--- config.mk ---
export PLATFORM = sky130hd
export DESIGN_NAME = freq_phase_sched
export DESIGN_NICKNAME = d
export VERILOG_FILES = /design/src/rtl/freq_phase_sched.sv
export SDC_FILE = /design/constraint.sdc
export NUM_CORES = 1
export LEC_CHECK = 0
export CAP_MARGIN = 20
export CORE_MARGIN = 2
export CORE_UTILIZATION = 35
export CTS_CLUSTER_SIZE = 12
export DETAILED_ROUTE_END_ITERATION = 8
export DONT_BUFFER_PORTS = 1
export SLEW_MARGIN = 20
export SYNTH_ARGS = -nofsm -noshare
export SYNTH_HDL_FRONTEND = slang
export SYNTH_SLANG_ARGS = --single-unit
--- constraint.sdc ---
create_clock -name clock -period 5.33 [get_ports clock]
set_input_delay 0.2665 -clock clock [delete_from_list [all_inputs] [get_ports clock]]
set_output_delay 0.2665 -clock clock [all_outputs]
set_load 0.01 [all_outputs]
--- src/rtl/freq_phase_sched.sv ---
// -----------------------------------------------------------------------------
// freq_phase_sched
//
// Converts per-receiver frequency words (Hz) into 32-bit NCO/CORDIC phase
// increments, phase = freq * 2^32 / 122.88 MHz, by time-sharing a single
// serial shift-add multiplier.  Channels are recomputed on demand (after a
// write) in round-robin order starting after the last serviced channel.
//
// Optional feature (compile-time macro):
//   FREQ_PHASE_ROUND_EN  defined   -> round-half-up of acc[56:25] using acc[24]
//                        undefined -> truncation to acc[56:25]
//
// Parameters:
//   NUM_RX  number of receiver channels (1..8)
//   M2      constant multiplicand, 2^57 / 122.88e6
//
// Ports:
//   clock       system clock (122.88 MHz)
//   reset_n     asynchronous active-low reset
//   freq_wr     one-cycle write strobe
//   freq_addr   target channel; addresses >= NUM_RX are ignored
//   freq_data   frequency in Hz (unsigned)
//   phase_word  per-channel phase words, channel k at [32k+31:32k]
//   phase_upd   one-cycle pulse per channel when its phase word is rewritten
//   busy        high whenever the scheduler is not idle
// -----------------------------------------------------------------------------
module freq_phase_sched #(
  parameter int          NUM_RX = 4,
  parameter logic [31:0] M2     = 32'd1172812403
) (
  input  logic                 clock,
  input  logic                 reset_n,
  input  logic                 freq_wr,
  input  logic [2:0]           freq_addr,
  input  logic [31:0]          freq_data,
  output logic [NUM_RX*32-1:0] phase_word,
  output logic [NUM_RX-1:0]    phase_upd,
  output logic                 busy
);

  typedef enum logic [1:0] {ST_IDLE, ST_LOAD, ST_MUL, ST_STORE} state_t;

  state_t            r_state;
  state_t            w_state_next;

  logic [31:0]       r_freq  [NUM_RX];
  logic [31:0]       r_phase [NUM_RX];
  logic [NUM_RX-1:0] r_pending;
  logic [NUM_RX-1:0] r_phase_upd;
  logic [NUM_RX-1:0] w_set;
  logic [NUM_RX-1:0] w_clr;
  logic [2:0]        r_ch;
  logic [2:0]        r_last_ch;
  logic [2:0]        w_grant_ch;
  logic              w_grant_any;
  logic              w_grant;
  logic [3:0]        w_idx;
  logic [7:0]        w_pend8;
  logic [31:0]       r_mcand;
  logic [31:0]       w_mcand_sel;
  logic [31:0]       w_result;
  logic [63:0]       r_acc;
  logic [4:0]        r_cnt;
  logic              w_unused;

  // Per-channel strobes and output mapping.
  genvar gi;
  generate
    for (gi = 0; gi < NUM_RX; gi++) begin : g_ch
      assign w_set[gi]                 = freq_wr && (freq_addr == 3'(gi));
      assign w_clr[gi]                 = w_grant && (w_grant_ch == 3'(gi));
      assign phase_word[gi*32 +: 32]   = r_phase[gi];
    end
  endgenerate

  assign phase_upd = r_phase_upd;
  assign busy      = (r_state != ST_IDLE);
  assign w_pend8   = 8'(r_pending);

  // Round-robin search: walk from farthest to nearest so the channel closest
  // after r_last_ch is the one left standing.
  always_comb begin
    w_grant_any = 1'b0;
    w_grant_ch  = 3'd0;
    w_idx       = 4'd0;
    for (int i = NUM_RX; i >= 1; i--) begin
      w_idx = {1'b0, r_last_ch} + 4'(i);
      if (w_idx >= 4'(NUM_RX)) w_idx = w_idx - 4'(NUM_RX);
      if (w_pend8[w_idx[2:0]]) begin
        w_grant_any = 1'b1;
        w_grant_ch  = w_idx[2:0];
      end
    end
  end

  always_comb begin
    w_mcand_sel = 32'd0;
    for (int i = 0; i < NUM_RX; i++) begin
      if (r_ch == 3'(i)) w_mcand_sel = r_freq[i];
    end
  end

`ifdef FREQ_PHASE_ROUND_EN
  assign w_result = r_acc[56:25] + {31'd0, r_acc[24]};
`else
  assign w_result = r_acc[56:25];
`endif
  // Bits above 56 alias out-of-band frequencies; bits below 25 are fraction.
  assign w_unused = ^{r_acc[63:57], r_acc[24:0]};

  // Next-state logic.  The IDLE cycle that carries the phase_upd pulse is a
  // turnaround cycle with no grant, giving a fixed 36-cycle service period.
  always_comb begin
    w_state_next = r_state;
    w_grant      = 1'b0;
    case (r_state)
      ST_IDLE: begin
        if (w_grant_any && (r_phase_upd == '0)) begin
          w_grant      = 1'b1;
          w_state_next = ST_LOAD;
        end
      end
      ST_LOAD:  w_state_next = ST_MUL;
      ST_MUL:   if (r_cnt == 5'd31) w_state_next = ST_STORE;
      ST_STORE: w_state_next = ST_IDLE;
      default:  w_state_next = ST_IDLE;
    endcase
  end

  always_ff @(posedge clock or negedge reset_n) begin
    if (!reset_n) r_state <= ST_IDLE;
    else          r_state <= w_state_next;
  end

  always_ff @(posedge clock or negedge reset_n) begin
    if (!reset_n) begin
      r_pending   <= '0;
      r_phase_upd <= '0;
      r_ch        <= 3'd0;
      r_last_ch   <= 3'(NUM_RX - 1);
      r_mcand     <= 32'd0;
      r_acc       <= 64'd0;
      r_cnt       <= 5'd0;
      for (int i = 0; i < NUM_RX; i++) begin
        r_freq[i]  <= 32'd0;
        r_phase[i] <= 32'd0;
      end
    end else begin
      // A write landing on the same cycle as the grant clear keeps pending set.
      r_pending   <= (r_pending & ~w_clr) | w_set;
      r_phase_upd <= '0;
      for (int i = 0; i < NUM_RX; i++) begin
        if (w_set[i]) r_freq[i] <= freq_data;
      end
      if (w_grant) r_ch <= w_grant_ch;
      case (r_state)
        ST_LOAD: begin
          r_mcand <= w_mcand_sel;
          r_acc   <= 64'd0;
          r_cnt   <= 5'd0;
        end
        ST_MUL: begin
          if (r_mcand[r_cnt]) r_acc <= r_acc + ({32'd0, M2} << r_cnt);
          r_cnt <= r_cnt + 5'd1;
        end
        ST_STORE: begin
          for (int i = 0; i < NUM_RX; i++) begin
            if (r_ch == 3'(i)) begin
              r_phase[i]     <= w_result;
              r_phase_upd[i] <= 1'b1;
            end
          end
          r_last_ch <= r_ch;
        end
        default: ;
      endcase
    end
  end

endmodule

After elaboration in Yosys (flattened, before gate mapping)
Cells that the tools add are included.

storage, ports and cells
  flip-flop bits (word level) = 373
  bits of input ports = 38
  output and inout port bits = 133
  logic and storage cells = 116

operators by class
  $add $sub $neg = 10
  order comparisons = 9
  equal/unequal tests = 16
  shifts and indexed selects = 1
  muxes and demuxes = 39
  bitwise operators = 3
  reductions and logical operators = 22

operators with widths
  cell                     number
  $mux W32                 4
  $pmux W64 S2             1
  $add A64 B64 Y64         1
  $mux W64                 1
  $shl A31 B5 Y64 const A  1
  $mux W3                  8
  $eq A3 B2 Y1 const B     6
  $ge A4 B3 Y1 const B     4
  $lt A3 B4 Y1 const B     4
  $mux W1                  15
  $bmux W1 S3              4
  $reduce_and A2 Y1        6
  $sub A3 B3 Y3 const B    4
  $pmux W5 S2              1
  $eq A3 B1 Y1 const B     3
  $logic_and A1 B1 Y1      9
  $logic_not A3 Y1         3
  $add A3 B2 Y4 const B    2
  $pmux W2 S4              1
  $lt A5 B6 Y1 const B     1
  $ne A2 B2 Y1 const B     3
  $add A5 B1 Y5 const B    1
  $bmux W1 S5              1
  $eq A5 B5 Y1 const B     1
  12 further kinds         15

Longest topological paths before layout
Gate-level depths: netlist of run 1.

  depth in word-level cells = 16
  depth in mapped cells = 22
  gate-level depth less buffers = 18

Worst setup path before layout of run 1
OpenSTA, ideal clock, no wires.

  kind = register to register
  start point = register r_cnt[1]
  end point = register r_acc[52]
  library setup time = 121 ps
  data arrival time = 4375 ps
  required time = 5209 ps
  slack = 834 ps
  cell stages (with the launch flop) = 20
  clock period less this slack = 4496 ps
  path through = dfrtp_1 -> buf_1 -> inv_1 -> ha_1 -> clkbuf_1 -> nand2b_1 -> o21ai_0 -> o21ai_0 -> mux2i_1 -> ha_1 -> a21oi_1 -> o22ai_1 -> o41ai_1 -> o2111ai_1 -> o21ai_0 -> a31oi_1 -> a21oi_1 -> o21ai_0 -> xor2_1 -> a22o_1

between the ends
  cells in the longest elaborated chain, start to end = 4
  elaborated cells on any way between the ends = 8
  those cells by class = 1 x add/sub; 1 x eq/ne; 1 x shift; 4 x mux; 1 x reduce/logical

RTL lines
  item                                               RTL line  text
  start, declared                                    63        logic [4:0] r_cnt;
  start signal, assigned                             164       r_cnt <= r_cnt + 5'd1;
  $shl A31 B5 Y64 or $bmux W1 S5 (tied branches)     163       if (r_mcand[r_cnt]) r_acc <= r_acc + ({32'd0, M2} << r_cnt);
  $add A64 B64 Y64 or $mux W1 (tied branches)        163
  $mux W64 or $ne A2 B2 Y1 (tied branches)           -
  $pmux W64 S2 or $reduce_and A2 Y1 (tied branches)  -
  end signal, assigned                               163
  end, declared                                      62        logic [63:0] r_acc;

Several ways; a longest one is shown, not always the timed one. The select of a mux whose other input is x is not followed.
A chain may end at the register's enable or synchronous reset.

Final worst setup path of run 1
  start point = register r_cnt[0]
  end point = register r_acc[53]

The elaborated chain is that of the path after synthesis.

==> metrics list, run 1 <==
* Number of setup violations in the final report: 0
* Share of synthesized area spent on multiplexers: 0.191
* Proportion of synthesized flip-flops having asynchronous set or reset: 1.00
- For the final database, setup skew stands at 16.4 ps.
- Clock power frac: 0.300
- Clock transition at path regs: 60 ps
* Number of buffers inserted to repair setup after CTS: 0
- After synthesis, the largest family of logic cells by area is multiplexers.
* Routed WL: 49100 µm
* Warning count from the yosys run: 0
- The clock tree synthesis step divided the H-tree into 2 levels.
* Number of buffers added by the clock tree synthesis step: 40
* Primary FF master, synth: dfrtp_1
- Final max-slew violation count: 160
- Layout overhead on the synthesized area: 12.1%
- Met1 routed wirelength after detailed routing: 22000 µm
- TritonCTS built the clock tree.
- Routability-driven placement finished with a final weighted congestion of 0.921.
* Setup crit start kind: flip-flop
- The die is 240 µm tall.
* Detailed placement HPWL: 34100 µm
* Metal2 WL: 23700 µm
* Critical Path Sink Type: flip-flop
* Grt ovf: 0
* Post-synth cell types: 63
- Number of I/O port buffers: 0
- Power share of the sequential group: 0.428
- DRC violations left: 0
- Vias per std cell: 5.32
- For this block, the initial DRC count from the detailed router was 966.
- Of the total synthesized cell area, the portion taken by full adders, half adders and majority gates is 0.0532.
- Of the total power, the share spent switching nets is 0.325.
- At the worst endpoint, the required time is 5760 ps.
* Met3 wire len: 2440 µm
- In this run the worst path has a maximum fanout of 10.
* Netlist area before placement: 19400 µm²
- Aggregate negative setup slack: 0 ps
* #FFs+latches synth: 366
- Buffer type at the clock tree root: clkbuf_16
* Floorplan Core Area: 55000 µm²
- Synth area leader: dfrtp_1
- For this design, the CTS-stage hold fixing added 33 buffers.
- The path class of the tightest hold or removal check is in -> async.
- Final Critical Period: 4910 ps
- The first TritonRoute pass finished after 5 iterations.
- Clock insertion delay at the later pin of the skew report: 570 ps
* Internal: 6.01 mW
- Setup repair after global routing left no endpoint under its margin.
- Yosys instantiated no cell more often than dfrtp_1.
* Total Nets Final: 1942
- WL/cell: 18.9 µm
* Max_slew headroom: -0.124
- P_sw: 2.90 mW
- The die covers 57400 µm².
* Tightest Pin Transition: 1690 ps
- Via count of the routed design: 13800
* Post-route fraction of the period consumed by the critical path: 0.922
* Data arrival time of the worst path: 5350 ps
- Number of antenna violations at the first check in global routing: 1
* Number of diodes added for antenna fixing: 0
- Final Hold Fails: 364
- First-pass GRT wire length: 78300 µm
- Leak Pwr: 10.2 nW
- Maximum buffer depth of the clock tree: 3
- CTS saw 366 sinks.
- The synthesized design contains 0 enable-type register cells.
- Violations in the final reports: hold timing, slew limit
- Fraction of final layout cells with drive strength greater than 1: 0.200
- The share of synthesized area in the top cell type comes to 0.469.
* Leading cell types by count after synthesis: dfrtp_1, nand2_1, mux2_2
- The average instance in the mapped netlist occupies 10.6 µm².
- In this run the remaining antenna-violating nets after routing total 0.
- The floorplan step set the die width to 240 µm.
* Portion of the post-synthesis area used by sequential elements: 0.471
* Pin count of the biggest net entering global routing: 367
* Max-cap check violation count: 0
* Synth area leaders: dfrtp_1, mux2_2, nand2_1, ha_1, mux4_2
* Compound-Gate Fraction of Synth Area: 0.122
* Outcome: finished with violations
- The via count of the first global-routing pass was 14000.
- Of the total synthesized cell area, the portion taken by AND, OR, NAND and NOR gates is 0.101.
- Worst hold margin: -583 ps
- Synthesis produced 1827 cells.
* Global Route Usage Sum: 0.170
- The worst setup path is of the reg -> reg kind.
* Top sig layer: met5
* IR drop worst, VDD: 274 µV
* Combinational fraction of design power: 0.272
* Synthesized Nets: 1947
- For this run, the top clock speed supported by timing is 204 MHz.
* Number of standard-cell rows in the floorplan: 86
* Power per Cell Area: 409 nW/µm²
- Of the total synthesized cell area, the portion taken by XOR and XNOR cells is 0.0221.
- IO Count: 171
* Effective utilization at floorplan: 0.354
layout by cell type (no fill, tap or decap), types with 5 or more instances in the layout:
cell type      netlist  layout
xor2_1              24      24
a211oi_1             8       8
inv_1               94      94
xnor2_1             25      25
mux2_2             229     229
o31ai_1             14      14
clkbuf_8             0       7
clkbuf_16            0      40
dlygate4sd3_1        0      33
o41ai_1              6       6
nand3_1             23      23
a21oi_1             96      95
dfrtp_1            364     362
o21ai_0            112     112
nand4_1             16      16
nand2b_1             9       9
a22o_1              10      10
clkbuf_1            84      12
mux4_2              41      41
nor2b_1              8       8
a21o_1              33      33
ha_1                81      81
and3_1               6       6
o22ai_1             40      40
or4_1                5       5
nand2_1            276     276
o21bai_1            12      12
mux2i_1             22      22
buf_4                2      23
nor2_1              74      70
nor3_1              16      16
a31oi_1              9       9
and2_1              10      10
layer usage:
metal / global-route usage / vias to the layer above
met4: 0.0464 / 2
met1: 0.226 / 6903
met2: 0.285 / 339
met5: 0 / -
met3: 0.0311 / 83
li1: - / 6486
state kept, by name, summed over array words and instances (netlist names):
| register | count |
|---|---|
| r_cnt | 5 |
| r_pending | 4 |
| r_last_ch | 3 |
| phase_upd | 4 |
| r_ch | 3 |
| r_acc | 57 |
| r_mcand | 32 |
| r_state | 2 |
| phase_word | 128 |
| r_freq | 128 |
kinds of logic (layout without fill, tap and decap cells):
kind of cell | count (synthesis) | in the layout
adder cells (fa/ha/maj) | 82 | 82
flip-flops | 366 | 366
AO/OA/AOI/OAI | 383 | 383
buffers and inverters | 198 | 219
XOR/XNOR | 49 | 49
AND/OR/NAND/NOR | 457 | 457
multiplexers | 292 | 292
cell type report:
class	count	area, µm²
fill	5243	33200
multi-input combinational	1263	9550
sequential	366	9170
clock buffer	59	1140
tap	748	936
timing repair buffer	57	523
inverter	94	353
clock inverter	9	116
worst max-delay path: stages (launching register included):
cell,delay [ps]
dfrtp_1,350
inv_1,110
ha_1,490
nand2b_1,210
a21oi_1,80
a31oi_1,260
nor2_1,110
ha_1,380
and3_1,250
nand3_1,170
o311ai_0,840
a21oi_1,280
nor2_1,230
a21oi_1,190
o31ai_1,380
mux2i_1,130
a311o_1,320
what timing repair did:
action                                  4_1_cts  5_1_grt
hold endpoints to repair                    495      366
resized for setup                             0        2
endpoints found under the setup margin        0        2
final timing paths:
| check | to | cells after the start | slack, ps | startpoint |
|---|---|---|---|---|
| max | r_acc[53] | 16 | 420 | r_cnt[0] |
| min | phase_word[34] | 0 | -580 | reset_n |
| max reg2reg | r_acc[53] | 16 | 420 | r_cnt[0] |
| min reg2reg | r_acc[11] | 2 | 490 | r_acc[11] |
| max in group asynchronous | r_acc[17] | 0 | 4580 | reset_n |
| min in group clock | r_pending[1] | 2 | 40 | freq_addr[0] |
per-stage QoR:
stage | setup slack [ps] | std cells | power (mW) | area [µm²] | util
after floorplan | 834 | 1827 | 5.62 | 19400 | -
after global placement | 347 | 2494 | 6.19 | 20200 | 0.367
after detailed placement | 270 | 2495 | 6.25 | 20200 | 0.367
after CTS | 275 | 2596 | 8.99 | 21800 | 0.396
after global routing | 52.9 | 2596 | 9.46 | 21800 | 0.396
final | 417 | 2596 | 8.91 | 21800 | 0.396
power groups by stage:
stage	Clock (mW)	Combinational (mW)	Sequential [mW]
6_report	2.67	2.43	3.81
5_1_grt	2.86	2.71	3.88
4_1_cts	2.75	2.42	3.81
3_5_place_dp	0	2.38	3.86
3_3_place_gp	0	2.36	3.83
2_1_floorplan	0	1.94	3.68
No activity file was read; power rests on OpenSTA's default activity.
==> run 2, diff against run 1 <==
--- a/config.mk
+++ b/config.mk
@@ -5,6 +5,7 @@
 export SDC_FILE = /design/constraint.sdc
 export NUM_CORES = 1
 export LEC_CHECK = 0
+export ABC_AREA = 1
 export CAP_MARGIN = 20
 export CORE_MARGIN = 2
 export CORE_UTILIZATION = 35
==> run 2 against run 1 <==
  * The flow finishes with violations (hold timing)
  * Maximum frequency grew 9.3%
  * Count of clock-buffer cells in the layout grew 1
  * Die area grew 10%
  * Hold slack lost 4.4 ps
  * First-iteration DRC count grew 76%
  * Via count grew 40%
  * Synthesized cell count grew 69%
  * Largest power group unchanged
  * Critical path type unchanged
==> metrics list, run 2 <==
* Effective utilization at floorplan: 0.355
- Synth Area per Inst: 6.96 µm²
- Antenna Violating Nets Remaining: 0
- Portion of the post-synthesis area used by sequential elements: 0.426
- In this run, post-CTS repair resized a total of 0 instances.
- Before antenna repair, the detailed router went through 6 iterations.
- The number of setup buffers added after CTS is 0.
- Number of diodes added for antenna fixing: 0
- In the routed design, unresolved DRC markers number 0.
- The startpoint identified for the worst register-to-register timing path is r_cnt[2].
- The number of nets handed over by synthesis was 3209.
- Of the total power, the clock network draws 0.321.
- Number of antenna violations at the first check in global routing: 1
- Final Worst Setup Slack: 835 ps
- P_sw: 3.39 mW
* Power consumption: 9.32 mW
- Setup crit start kind: flip-flop
* Switching fraction of total power: 0.364
* Synth top area share: 0.424
- The worst pin sits at a relative slew slack of 0.344.
* Routed WL: 66600 µm
* Most common library cell in the layout ignoring fill and taps: nand2_1
- Relative to the synthesized area, the layout overhead comes to 10.9%.
- For this run the aggregate overflow at the end of global routing stands at 0.
* WL/cell: 17.2 µm
* Final Hold Fails: 366
- Clock tree synthesis found a total of 366 sinks.
* Synth area leaders: dfrtp_1, nand2_1, o21ai_0, inv_1, ha_1
* Fin Clk Skew: 24.7 ps
* Largest stage delay on the critical path: 660 ps
* Detailed placement HPWL: 48300 µm
* First-pass GRT wire length: 106000 µm
* Register-to-register setup slack: 830 ps
* Number of buffers added by the clock tree synthesis step: 41
* Starting DRC count in detailed routing: 1700
* CP max FO: 24
* Hold Path Class: in -> async
* IR drop worst, VDD: 227 µV
- Netlist area before placement: 21500 µm²
- In the post-synthesis netlist, the cell with the most instances is nand2_1.
- Kind of critical path: reg -> reg
- Across all hold checks on the routed design, the worst slack comes to -587 ps.
* Fmax: 222 MHz
- Vias in the first global route: 18500
- Buffer type at the clock tree root: clkbuf_16
* Maximum level of the CTS H-tree: 2
* CP Cell Sequence: inv_1, nor2_1, nor2_1, inv_1, o22ai_1, mux2i_1, ha_1, nand2_1, nor2_1, inv_1, nor3_1, nand2_1, nor2_1, nand2_1, nand3_1, nand2_1, nand3_1, nand2_1
- Count of mapped cells out of synthesis: 3089
- Of the cells placed in the final design, the portion with a size suffix greater than 1 is 0.0424.
- Grouping stages by cell kind, the critical path spends the most delay in simple AND/OR/NAND/NOR gates.
- Internal: 5.93 mW
* Die Wd: 252 µm
- After detailed routing, the number of vias per cell comes to 4.99.
- Worst path bufs/invs: 3
* Leak Pwr: 12.6 nW
* Leading cell types by count after synthesis: nand2_1, inv_1, o21ai_0
- The final-report max-slew violation count was 0.
- Number of I/O port buffers: 0
- Combinational fraction of design power: 0.284
- Entering global routing, the biggest net connects 367 pins.
- Die footprint: 63400 µm²
- Global Route Usage Sum: 0.211
- #FFs+latches synth: 366
- Warning count from the yosys run: 0
* Number of setup violations in the final report: 0
- Clock-pin slew was measured on the worst setup and hold paths at 60 ps.
- Max-cap violations in this run came to 0.
* Floorplan Core Area: 60600 µm²
* Clock insertion delay at the later pin of the skew report: 570 ps
- Dividing total power by cell area gives a power density of 391 nW/µm².
- At the end of the flow, the number of nets in the layout was 3183.
- Data on the critical path arrives at its endpoint at 4940 ps.
* Length in cells of the worst reg-to-reg path: 18
- The clock passes through at most 3 buffers.
- At the end of routability-driven placement, the weighted congestion stood at 0.981.
- Worst setup slack before clock tree synthesis: 962 ps
- Setup total negative slack on the finished layout was measured at 0 ps.
- Cell occurring most often along the worst timing path: nand2_1
- RSZ-0062 raised after global routing: false
- Critical Path Sink Type: flip-flop
- Post-route fraction of the period consumed by the critical path: 0.843
- Number of enable-type register cells in the synthesized netlist: 0
* Final Critical Period: 4500 ps
- The run finished, with violations left.
* Synth area leader: dfrtp_1
- During I/O placement, the number of pins put on the boundary was 171.
- Tightest Pin Transition: 985 ps
* Proportion of synthesized flip-flops having asynchronous set or reset: 1.00
* RR Endpoint: r_acc[44]
- Clock tree from TritonCTS: yes
- Slowest stage cell on the critical path: dfrtp_1
* Post-synth cell types: 38
* CTS Hold Buffers Added: 32
* Commonest cells after routing, fill and taps aside: nand2_1, inv_1, o21ai_0
* Number of standard-cell rows in the floorplan: 90
- Via count of the routed design: 19300
- In the synthesized netlist the dominant register cell turns out to be dfrtp_1.
* Violations in the final reports: hold timing
- Critical path required time: 5780 ps
* Power share of the sequential group: 0.394
* Die height: 252 µm
-- run 2: cell types whose count changed in the layout (fill, tap and decap cells not counted), moves of 26 or more --
cell     delta
nand2_1   +792
inv_1     +366
o21ai_0   +263
mux2_2    -229
nand3_1   +155
nor2_1    +140
mux4_2     -41
a21o_1     -32
o22ai_1    -31
nand3_2    +26
-- run 2: worst max-delay path by stage --
stage	from	endpoint	slack (ps)	depth (start not counted)
CTS	r_cnt[2]	r_acc[44]	950	18
finish	r_cnt[2]	r_acc[44]	830	18
global placement	r_cnt[2]	r_acc[44]	860	18
detailed placement	r_cnt[2]	r_acc[44]	960	18
global route	r_cnt[2]	r_acc[44]	590	18
floorplan	r_cnt[1]	r_acc[43]	2240	23
-- run 2: cell type report --
cell class,count,area (µm²)
fill,6485,36700
multi-input combinational,2131,10000
sequential,366,9160
inverter,470,1770
clock buffer,60,1260
tap,782,978
timing repair buffer,53,478
clock inverter,10,160
-- run 2: per-layer routing --
layer,global-route usage,wire length [µm]
met4,0.0681,2030
met2,0.344,30200
met3,0.0362,4340
met1,0.284,30100
met5,0,10
-- run 2: per-stage QoR --
| stage | hold WS [ps] | util | cells | cell area (µm²) |
|---|---|---|---|---|
| 2_1_floorplan | -29.1 | - | 3089 | 21500 |
| 3_3_place_gp | -18.6 | 0.365 | 3770 | 22100 |
| 3_5_place_dp | -17.5 | 0.365 | 3770 | 22100 |
| 4_1_cts | -621 | 0.393 | 3872 | 23800 |
| 5_1_grt | -615 | 0.393 | 3872 | 23800 |
| 6_report | -587 | 0.393 | 3872 | 23800 |
-- run 2: power by group through the flow --
stage | registers, mW | clock network (mW) | logic [mW]
floorplan | 3.56 | 0 | 1.90
global placement | 3.70 | 0 | 2.57
detailed placement | 3.71 | 0 | 2.59
CTS | 3.67 | 3.05 | 2.62
global route | 3.72 | 3.16 | 3.03
finish | 3.67 | 2.99 | 2.65
-- run 2: kinds of logic after synthesis --
family,Yosys count,share of synthesized area
multiplexers,7,0.00326
XOR/XNOR,5,0.00204
AO/OA/AOI/OAI,517,0.126
adder cells (fa/ha/maj),82,0.0481
AND/OR/NAND/NOR,1520,0.286
buffers and inverters,592,0.109
flip-flops,366,0.426
==> run 3, diff against run 2 <==
==> constraint.sdc (replaced) <==
create_clock -name clock -period 3.9 [get_ports clock]
set_input_delay 0.195 -clock clock [delete_from_list [all_inputs] [get_ports clock]]
set_output_delay 0.195 -clock clock [all_outputs]
set_load 0.01 [all_outputs]
==> run 3 against run 2 <==
  * Utilization rose by 0.21 points
  * Hold slack got worse by 80 ps
  * Sequential share of layout area fell by 0.20 points
  * Cell count rose by 0.77%
  * Sequential power rose by 36%
  * Via count fell by 0.36%
  * The flow still finishes with violations (hold timing)
  * Total power rose by 34%
==> metrics list, run 3 (synthesis gave the netlist of run 2 again) <==
- Combinational fraction of design power: 0.294
* Final Worst Setup Slack: 326 ps
- Floorplan Core Area: 60600 µm²
* Grt ovf: 0
* First-pass iteration count of the detailed router: 5
- 0 antenna diodes ended up in the layout.
- The worst setup path is of the reg -> reg kind.
- Entering global routing, the biggest net connects 367 pins.
- Final weighted congestion in routability-driven placement: 0.991
- The worst register-to-register path begins at r_cnt[1].
- In this run the deepest clock path goes through 3 buffers.
- The routed layout has 19300 vias.
* CTS Hold Buffers Added: 32
- Starting DRC count in detailed routing: 1578
- Derived from the worst setup path, the maximum achievable clock frequency is 280 MHz.
- Number of sinks driven by the clock tree: 366
* Final Critical Period: 3570 ps
- Most common library cell in the layout ignoring fill and taps: nand2_1
* Critical Path Sink Type: flip-flop
- For the final routed database, the setup TNS stands at 0 ps.
- Hold timing on the final database bottoms out at a slack of -667 ps.
- Leaving out fill and tap cells, the most frequent cells in the layout are nand2_1, inv_1, o21ai_0.
* Layout overhead on the synthesized area: 11.5%
- IR drop worst, VDD: 384 µV
* Final Hold Fails: 366
- Detailed placement HPWL: 48300 µm
- Maximum level of the CTS H-tree: 2
- Power comes to 12.5 mW.
- For this run, the post-layout net count is 3210.
- CP max FO: 6
- Internal: 7.88 mW
* Outcome: finished with violations
* Number of I/O port buffers: 0
- Register-to-register setup slack: 330 ps
* Die footprint: 63400 µm²
* Die height: 252 µm
- For the worst setup path, the data required time is 4360 ps.
- WL/cell: 17.2 µm
* Switching fraction of total power: 0.370
- Number of buffers added by the clock tree synthesis step: 41
* Buffer type at the clock tree root: clkbuf_16
- The first global-routing pass estimated 106000 µm of wire.
- Clock power frac: 0.307
- Fin Clk Skew: 37.8 ps
- Leak Pwr: 12.7 nW
- Clock-pin slew was measured on the worst setup and hold paths at 60 ps.
* RSZ-0062 raised after global routing: false
- During I/O placement, the number of pins put on the boundary was 171.
- Global Route Usage Sum: 0.212
- The die is 252 µm wide.
* DRC violations left: 0
- Max-cap violations in this run came to 0.
- RR Endpoint: r_acc[54]
- Clock insertion delay at the later pin of the skew report: 590 ps
- Hold Path Class: in -> async
* Tightest Pin Transition: 978 ps
* Power per Cell Area: 522 nW/µm²
- Number of setup violations in the final report: 0
- The initial utilization of the core area, before any placement, comes to 0.355.
* Vias per std cell: 4.93
- Number of standard-cell rows in the floorplan: 90
* Post-route fraction of the period consumed by the critical path: 0.916
- Clock tree from TritonCTS: yes
- In this run the power spent charging and discharging nets is 4.63 mW.
- For the worst setup path, the data arrival time is 4040 ps.
- Max_slew headroom: 0.348
- Setup crit start kind: flip-flop
- The share of total power dissipated in sequential elements is 0.399.
- The via count of the first global-routing pass was 18300.
- Fill cells: 6531
- Number of buffers inserted to repair setup after CTS: 0
- Routed WL: 67200 µm
* Final core occ: 0.396
- Before CTS, the worst setup slack after placement is 203 ps.
* Antenna Violating Nets Remaining: 0
- The final reports fail on hold timing.
* Fraction of final layout cells with drive strength greater than 1: 0.0500
- Length in cells of the worst reg-to-reg path: 21
- The final-report max-slew violation count was 0.
- The number of antenna violations at the first check in global routing is 1.
run 3: cell type report:
cell class	instances	area, µm²	area share
repair buffers	80	706	0.0294
clock inverters	13	160	0.00668
well taps	782	978	0.0408
clock buffers	60	1140	0.0475
flip-flops and latches	366	9160	0.382
inverters	470	1770	0.0737
multi-input cells	2131	10100	0.419
run 3: repair_timing:
item                       4_1_cts  5_1_grt
resized for setup                0        7
setup endpoints to repair        0       25
hold endpoints to repair       494      366
run 3: how the worst max path moves through the flow:
stage | startpoint | end | slack, ps | depth (start not counted)
finish | r_cnt[1] | r_acc[54] | 330 | 21
CTS | r_cnt[1] | r_acc[29] | 170 | 20
global route | r_cnt[1] | r_acc[54] | 6 | 21
floorplan | r_cnt[1] | r_acc[43] | 810 | 23
global placement | r_cnt[1] | r_acc[42] | 140 | 19
detailed placement | r_cnt[1] | r_acc[42] | 200 | 19
run 3: power by group through the flow:
| stage | combinational (mW) | sequential, mW | clock (mW) |
|---|---|---|---|
| 2_1_floorplan | 2.60 | 4.86 | 0 |
| 3_3_place_gp | 3.58 | 5.04 | 0 |
| 3_5_place_dp | 3.60 | 5.05 | 0 |
| 4_1_cts | 3.65 | 4.99 | 3.93 |
| 5_1_grt | 4.20 | 5.07 | 4.06 |
| 6_report | 3.67 | 4.99 | 3.84 |
run 3: metal layers:
| metal | track usage | vias to the layer above | share of wire |
|---|---|---|---|
| met1 | 0.284 | 8917 | 0.45 |
| met3 | 0.0329 | 100 | 0.059 |
| met4 | 0.0612 | 2 | 0.027 |
| met5 | 0 | - | 0.00019 |
| met2 | 0.353 | 514 | 0.46 |
| li1 | - | 9723 | - |
run 3: critical path, cell delays in order, from the launching register on:
cell and delay [ps]:
dfrtp_2 430, inv_4 40, ha_1 310, inv_1 80, nor2_1 160, inv_1 110, nand2_1 80, inv_1 50
o21ai_1 240, o21ai_0 200, ha_1 400, nand2_1 150, nor2_1 220, nand2_1 180, nor2_1 150, nand2_1 90
nand3_1 200, nand2_1 140, nand3_1 90, nand2_1 50, nand3_1 80, nand2_1 50
run 3: per-stage QoR:
stage / cell area (µm²) / instances
6_report: 24000 / 3902
3_5_place_dp: 22300 / 3797
5_1_grt: 24000 / 3902
2_1_floorplan: 21500 / 3089
4_1_cts: 23900 / 3902
3_3_place_gp: 22300 / 3797
